===== src/rtl/updown_mod_counter.sv =====
// Up/down counter with parallel load, runtime modulus (0..Limit), wrap or saturate
// at the bounds, and registered single-cycle carry/borrow pulses.
module updown_mod_counter #(
  parameter int N = 10
) (
  input  logic         clk,
  input  logic         rst,
  input  logic         En,
  input  logic         Load,
  input  logic         Up,
  input  logic         Sat,
  input  logic [N-1:0] In,
  input  logic [N-1:0] Limit,
  output logic [N-1:0] Out,
  output logic         Cout,
  output logic         Bout,
  output logic         Zero
);

  localparam logic [N-1:0] CNT_ZERO = {N{1'b0}};
  localparam logic [N-1:0] CNT_ONE  = {{(N-1){1'b0}}, 1'b1};

  logic [N-1:0] cnt_r;
  logic         cout_r;
  logic         bout_r;
  logic [N-1:0] cnt_next_s;
  logic         cout_next_s;
  logic         bout_next_s;

  // Next-state selection: Load beats En; bounds are always judged against the live Limit
  always_comb begin
    cnt_next_s  = cnt_r;
    cout_next_s = 1'b0;
    bout_next_s = 1'b0;
    if (Load) begin
      cnt_next_s = (In > Limit) ? Limit : In;
    end else if (En) begin
      if (Up) begin
        if (cnt_r < Limit) begin
          cnt_next_s = cnt_r + CNT_ONE;
        end else begin
          cnt_next_s  = Sat ? Limit : CNT_ZERO;
          cout_next_s = 1'b1;
        end
      end else begin
        if (cnt_r > Limit) begin
          // Out of range after Limit was lowered: pull back in without a borrow
          cnt_next_s = Limit;
        end else if (cnt_r != CNT_ZERO) begin
          cnt_next_s = cnt_r - CNT_ONE;
        end else begin
          cnt_next_s  = Sat ? CNT_ZERO : Limit;
          bout_next_s = 1'b1;
        end
      end
    end else begin
      cnt_next_s = cnt_r;
    end
  end

  // State and pulse registers with asynchronous clear
  always_ff @(posedge clk or posedge rst) begin
    if (rst) begin
      cnt_r  <= CNT_ZERO;
      cout_r <= 1'b0;
      bout_r <= 1'b0;
    end else begin
      cnt_r  <= cnt_next_s;
      cout_r <= cout_next_s;
      bout_r <= bout_next_s;
    end
  end

  assign Out  = cnt_r;
  assign Cout = cout_r;
  assign Bout = bout_r;
  assign Zero = (cnt_r == CNT_ZERO);

  updown_mod_counter_chk #(.N(N)) u_chk (
    .clk   (clk),
    .rst   (rst),
    .Out   (cnt_r),
    .Cout  (cout_r),
    .Bout  (bout_r),
    .Zero  (Zero)
  );

endmodule

// Invariant checker: pulses are mutually exclusive and Zero tracks Out.
module updown_mod_counter_chk #(
  parameter int N = 10
) (
  input logic         clk,
  input logic         rst,
  input logic [N-1:0] Out,
  input logic         Cout,
  input logic         Bout,
  input logic         Zero
);

  // Sample invariants once per active edge outside reset
  always @(posedge clk) begin
    if (!rst) begin
      assert (!(Cout && Bout)) else $error("carry and borrow high together");
      assert (Zero == (Out == {N{1'b0}})) else $error("zero flag disagrees with count");
    end
  end

endmodule

===== config.mk =====
export PLATFORM = sky130hd
export DESIGN_NAME = updown_mod_counter
export DESIGN_NICKNAME = d
export VERILOG_FILES = /design/src/rtl/updown_mod_counter.sv
export SDC_FILE = /design/constraint.sdc
export NUM_CORES = 1
export LEC_CHECK = 0
export CAP_MARGIN = 15
export CORE_ASPECT_RATIO = 1.2
export CORE_MARGIN = 2
export CORE_UTILIZATION = 56
export DETAILED_ROUTE_END_ITERATION = 10
export PLACE_DENSITY = 0.87
export SETUP_SLACK_MARGIN = 0.02
export SYNTH_ARGS = -nofsm -noshare
export SYNTH_HDL_FRONTEND = slang
export SYNTH_SLANG_ARGS = --single-unit

===== constraint.sdc =====
create_clock -name clk -period 3.6 [get_ports clk]
set_input_delay 0.54 -clock clk [delete_from_list [all_inputs] [get_ports clk]]
set_output_delay 0.54 -clock clk [all_outputs]
set_load 0.005 [all_outputs]

== After elaboration in Yosys (flattened, before gate mapping) ==
Cells that the tools add are included.

* Bits in registers: 12
* Output and inout port bits: 13
* Word-level logic and storage cells: 29

* $add $sub $neg: 2
* Order comparisons: 3
* Muxes and demuxes: 18
* Reductions and logical operators: 3

{| class="wikitable"
|+ Operators by type and width
! cell !! count
|-
| two-way mux 10 bit || 9
|-
| greater-than comparator 10 bit || 2
|-
| adder 10 x 1 -> 10 bit, second input constant || 1
|-
| logical NOT 10 bit || 1
|-
| less-than comparator 10 bit || 1
|-
| nonzero test 10 bit || 1
|-
| subtractor 10 x 1 -> 10 bit, second input constant || 1
|-
| two-way mux 1 bit || 9
|-
| nonzero test 2 bit || 1
|}

== Logic depth before layout (Yosys ltp) ==
* Depth after elaboration: 6
* Gate-level depth with buffers: 10

== Least setup slack after synthesis ==
Ideal clock, no wire load.

* Path kind: input-to-reg
* Start point: input Limit[5]
* End point: register cnt_r[7], in the netlist Out[7]
* Arrival: 2.449 ns
* Path slack: 1.022 ns
* Cell stages on the path: 9
* Cells stage by stage: inv_1 -> ha_1 -> nand4_1 -> a211oi_1 -> a2111oi_2 -> nor2_2 -> mux2_2 -> a221oi_1 -> a21oi_1

* Word-level cells in the longest chain between the ends: 5
* Elaborated cells between the ends (all ways): 9
* Those cells by class: order compare: 3; mux: 6

{| class="wikitable"
|+ RTL lines
! what !! line !! RTL
|-
| from (decl) || 13 || <nowiki>input logic [N-1:0] Limit,</nowiki>
|-
| greater-than comparator 10 bit / less-than comparator 10 bit (equally long branches) || 46, 39 ||
|-
| two-way mux 10 bit, on equally long branches || 46, 39 ||
|-
| two-way mux 10 bit || 38 || <nowiki>if (Up) begin</nowiki>
|-
| two-way mux 10 bit || 37 || <nowiki>end else if (En) begin</nowiki>
|-
| two-way mux 10 bit (*) || 35 || <nowiki>if (Load) begin</nowiki>
|-
| to (signal assigned) || 68 || <nowiki>cnt_r <= cnt_next_s;</nowiki>
|-
| to (decl) || 23 || <nowiki>logic [N-1:0] cnt_r;</nowiki>
|}

Mark *: on every way between the ends. The rest lies on a longest branch, timed or not. The select of a mux whose other input is x is not followed.
A chain may end at the register's enable or synchronous reset.

== Worst setup path in the final report ==
* Start point: input Limit[3]
* End point: register cnt_r[5], in the netlist Out[5]

Same word-level chain as after synthesis.

==> flow_metrics.py <==
metrics = {
    "run_status": {
        "status": "completed",
    },
    "power": {
        "pwr-share-clk_pct": 10.1,
        "swShare_pct": 47.4,
        "power.leakage_nw": 0.977,
        "power_frac_comb_pct": 64.0,
        "switching_power_mw": 0.443,
        "seqPwrFrac_pct": 25.9,
        "p_total_mw": 0.935,
        "internal-power_mw": 0.492,
        "ir_drop_uv": 248,
        "p_per_area_nw_per_um2": 411,
    },
    "cells_and_area": {
        "drive_gt1_share_pct": 8.92,
        "fin_nets": 320,
        "final_common_cell": "clkdlybuf4s50_1",
        "multiInputGateArea_sq_um": 1410,
        "final_cell_mix": "clkdlybuf4s50_1 (38), ha_1 (23), inv_1 (18)",
        "num-fill-cells": 253,
        "antenna_cells": 0,
        "syn2layout_area_growth_pct": 23.8,
        "ff_latch_area_sq_um": 300,
    },
    "synth": {
        "yosysUniqueCellTypes": 53,
        "synthesis.area_sq_um": 1840,
        "postSynthCellCount": 232,
        "yosysSeqAreaShare_pct": 16.3,
        "synth_seq_cells": 12,
        "syn_nets": 281,
        "synthArstFlopShare_pct": 100,
        "ys.flop_type": "dfrtp_1",
        "ys_warn_count": 0,
        "syn_area_per_cell_sq_um": 7.92,
        "synth_edf_count": 0,
    },
    "sta": {
        "clock.fmax_mhz": 334,
        "period_share_pct": 83.2,
        "skew_ps": 6.49,
        "rsz0062_at_grt": "no",
        "hold_violations": 0,
        "drv_slew": 0,
        "relSlewSlack_pct": 57.1,
        "tightest_slew_ps": 638,
        "tns_ps": 0,
        "setup_viol": 0,
        "whs_ps": 588,
        "min_period_ps": 2990,
    },
    "cts": {
        "cts_sinks": 12,
        "clkLatencyLatePin_ps": 290,
        "root_buffer": "clkbuf_4",
        "htree_levels": 1,
        "path_clk_slew_ps": 90,
        "cts_tree": "yes",
        "clockBufferDepth": 2,
        "cts_setup_buffers": 0,
        "post_cts_resize_count": 0,
        "cts_buffers": 3,
        "cts_hold_buf": 0,
    },
    "global_route": {
        "grt_use_total_pct": 31.0,
        "antenna_found_initial": 0,
        "grt_max_degree": 16,
        "grt_pass1_vias": 1899,
        "grt_pass1_wl_um": 9030,
        "grt_overflow": 0,
    },
    "setup_path": {
        "worst_ep_arrival_time_ps": 3150,
        "cp-end-kind": "flip-flop",
        "start_kind": "input port",
        "crit_required_ps": 3760,
        "r2r_start": "Out[7]",
        "worstSetupPathType": "input port to flip-flop",
        "crit_start": "Limit[3]",
        "cp_max_fo": 6,
    },
    "flow_run": {
        "maxCapViolCount": 0,
    },
    "floorplanning": {
        "die_x_um": 56.3,
        "dieArea_sq_um": 3760,
        "die_height_um": 66.8,
        "io_pins": 39,
        "core_area_sq_um": 3110,
        "initial_core_util_pct": 59.1,
        "rows": 22,
    },
    "detailed_routing": {
        "drt_iter0_markers": 153,
        "dr_total_vias": 1968,
        "postRouteAntennaNets": 0,
        "wl_per_cell_um": 17.7,
        "wl_um": 5410,
        "firstDrtPassIters": 4,
        "drc": 0,
        "viasPerCell": 6.45,
    },
    "min_path": {
        "hold_path_class": "input port to asynchronous set/reset pin",
    },
    "placed_design": {
        "port_buffers": 38,
        "dp_hpwl_um": 4230,
        "gp_congestion": 0.988,
    },
}
power groups by stage:
| stage | Sequential [mW] | Combinational [mW] | Clock, mW |
|---|---|---|---|
| 6_report | 0.243 | 0.598 | 0.0944 |
| 5_1_grt | 0.249 | 0.659 | 0.0981 |
| 4_1_cts | 0.240 | 0.589 | 0.0904 |
| 3_5_place_dp | 0.243 | 0.585 | 0 |
| 3_3_place_gp | 0.241 | 0.576 | 0 |
| 2_1_floorplan | 0.210 | 0.411 | 0 |
cell families (layout without fill, tap and decap cells):
group | after synthesis | count (layout) | share of synthesized area (%)
AND/OR/NAND/NOR | 81 | 81 | 24.8
AO/OA/AOI/OAI | 70 | 70 | 27.1
buffers and inverters | 29 | 66 | 7.15
adder cells (fa/ha/maj) | 23 | 23 | 15.7
flip-flops | 12 | 12 | 16.3
XOR/XNOR | 9 | 9 | 4.29
multiplexers | 8 | 8 | 4.70
cell type report:
| cell class | instances | area share, % |
|---|---|---|
| multi-input combinational | 191 | 61.8 |
| timing repair buffer | 45 | 19.0 |
| sequential | 12 | 13.2 |
| inverter | 18 | 2.97 |
| tap | 36 | 1.98 |
| clock buffer | 3 | 0.990 |
state kept, by name, indices dropped and copies added, names as in the netlist:
name / cells
Cout: 1
Bout: 1
Out: 10
stage by stage:
stage / worst slack (ps) / instances / cell area, sq um / utilization, %
2_1_floorplan: 1020 / 232 / 1840 / -
3_3_place_gp: 386 / 302 / 2250 / 72.4
3_5_place_dp: 344 / 302 / 2250 / 72.4
4_1_cts: 632 / 305 / 2270 / 73.1
5_1_grt: 345 / 305 / 2270 / 73.1
6_report: 606 / 305 / 2270 / 73.1
final timing paths:
| kind | endpoint | slack (ps) | cells after the start |
|---|---|---|---|
| setup / recovery | Out[5] | 610 | 11 |
| hold / removal | Bout | 590 | 2 |
| setup reg to reg | Out[2] | 910 | 8 |
| hold reg to reg | Out[4] | 700 | 2 |
| max in group asynchronous | Out[5] | 2650 | 2 |
| min in group clk | Out[4] | 700 | 2 |
worst max-delay path: stages:
cell	delay [ps]
clkdlybuf4s50_1	530
inv_1	90
ha_1	300
nand4_1	150
a211oi_1	380
a2111oi_2	120
nor2_2	250
buf_4	210
mux2_2	340
a22oi_1	140
o211ai_1	110
Yosys cell counts, types with 2 or more instances:
cell type / n / area, sq um
ha_1: 23 / 288
inv_1: 18 / 67.6
a21oi_1: 16 / 80.1
nand2_1: 16 / 60.1
nand3_1: 15 / 75.1
nor2_1: 15 / 56.3
dfrtp_1: 12 / 300
o21ai_0: 9 / 45.0
a22oi_1: 6 / 45.0
nand4_1: 6 / 37.5
nor3_1: 6 / 30.0
o21a_1: 6 / 45.0
xor2_1: 6 / 52.6
clkbuf_1: 5 / 18.8
o211ai_1: 5 / 37.5
a211o_1: 4 / 35.0
a31oi_1: 4 / 25.0
and3_1: 4 / 25.0
mux2_2: 4 / 45.0
buf_2: 3 / 15.0
mux2i_1: 3 / 30.0
nand2b_1: 3 / 18.8
nor2b_1: 3 / 18.8
xnor2_1: 3 / 26.3
a211oi_1: 2 / 15.0
a21o_1: 2 / 15.0
a311o_1: 2 / 20.0
a311oi_1: 2 / 17.5
a32o_1: 2 / 20.0
buf_6: 2 / 22.5
nor3b_1: 2 / 15.0
nor4_4: 2 / 42.5
per-layer routing:
metal  wire length [um]  global-route usage, %  vias to the layer above  share of wire (%)
met5                  0                      0                        -                  0
met4                131                   12.5                        0                2.4
met3                422                   4.85                       18                7.8
met2               2620                   52.1                       97                 49
met1               2230                   39.5                      901                 41
li1                   -                      -                      952                  -
(Power assumes the default switching activity.)
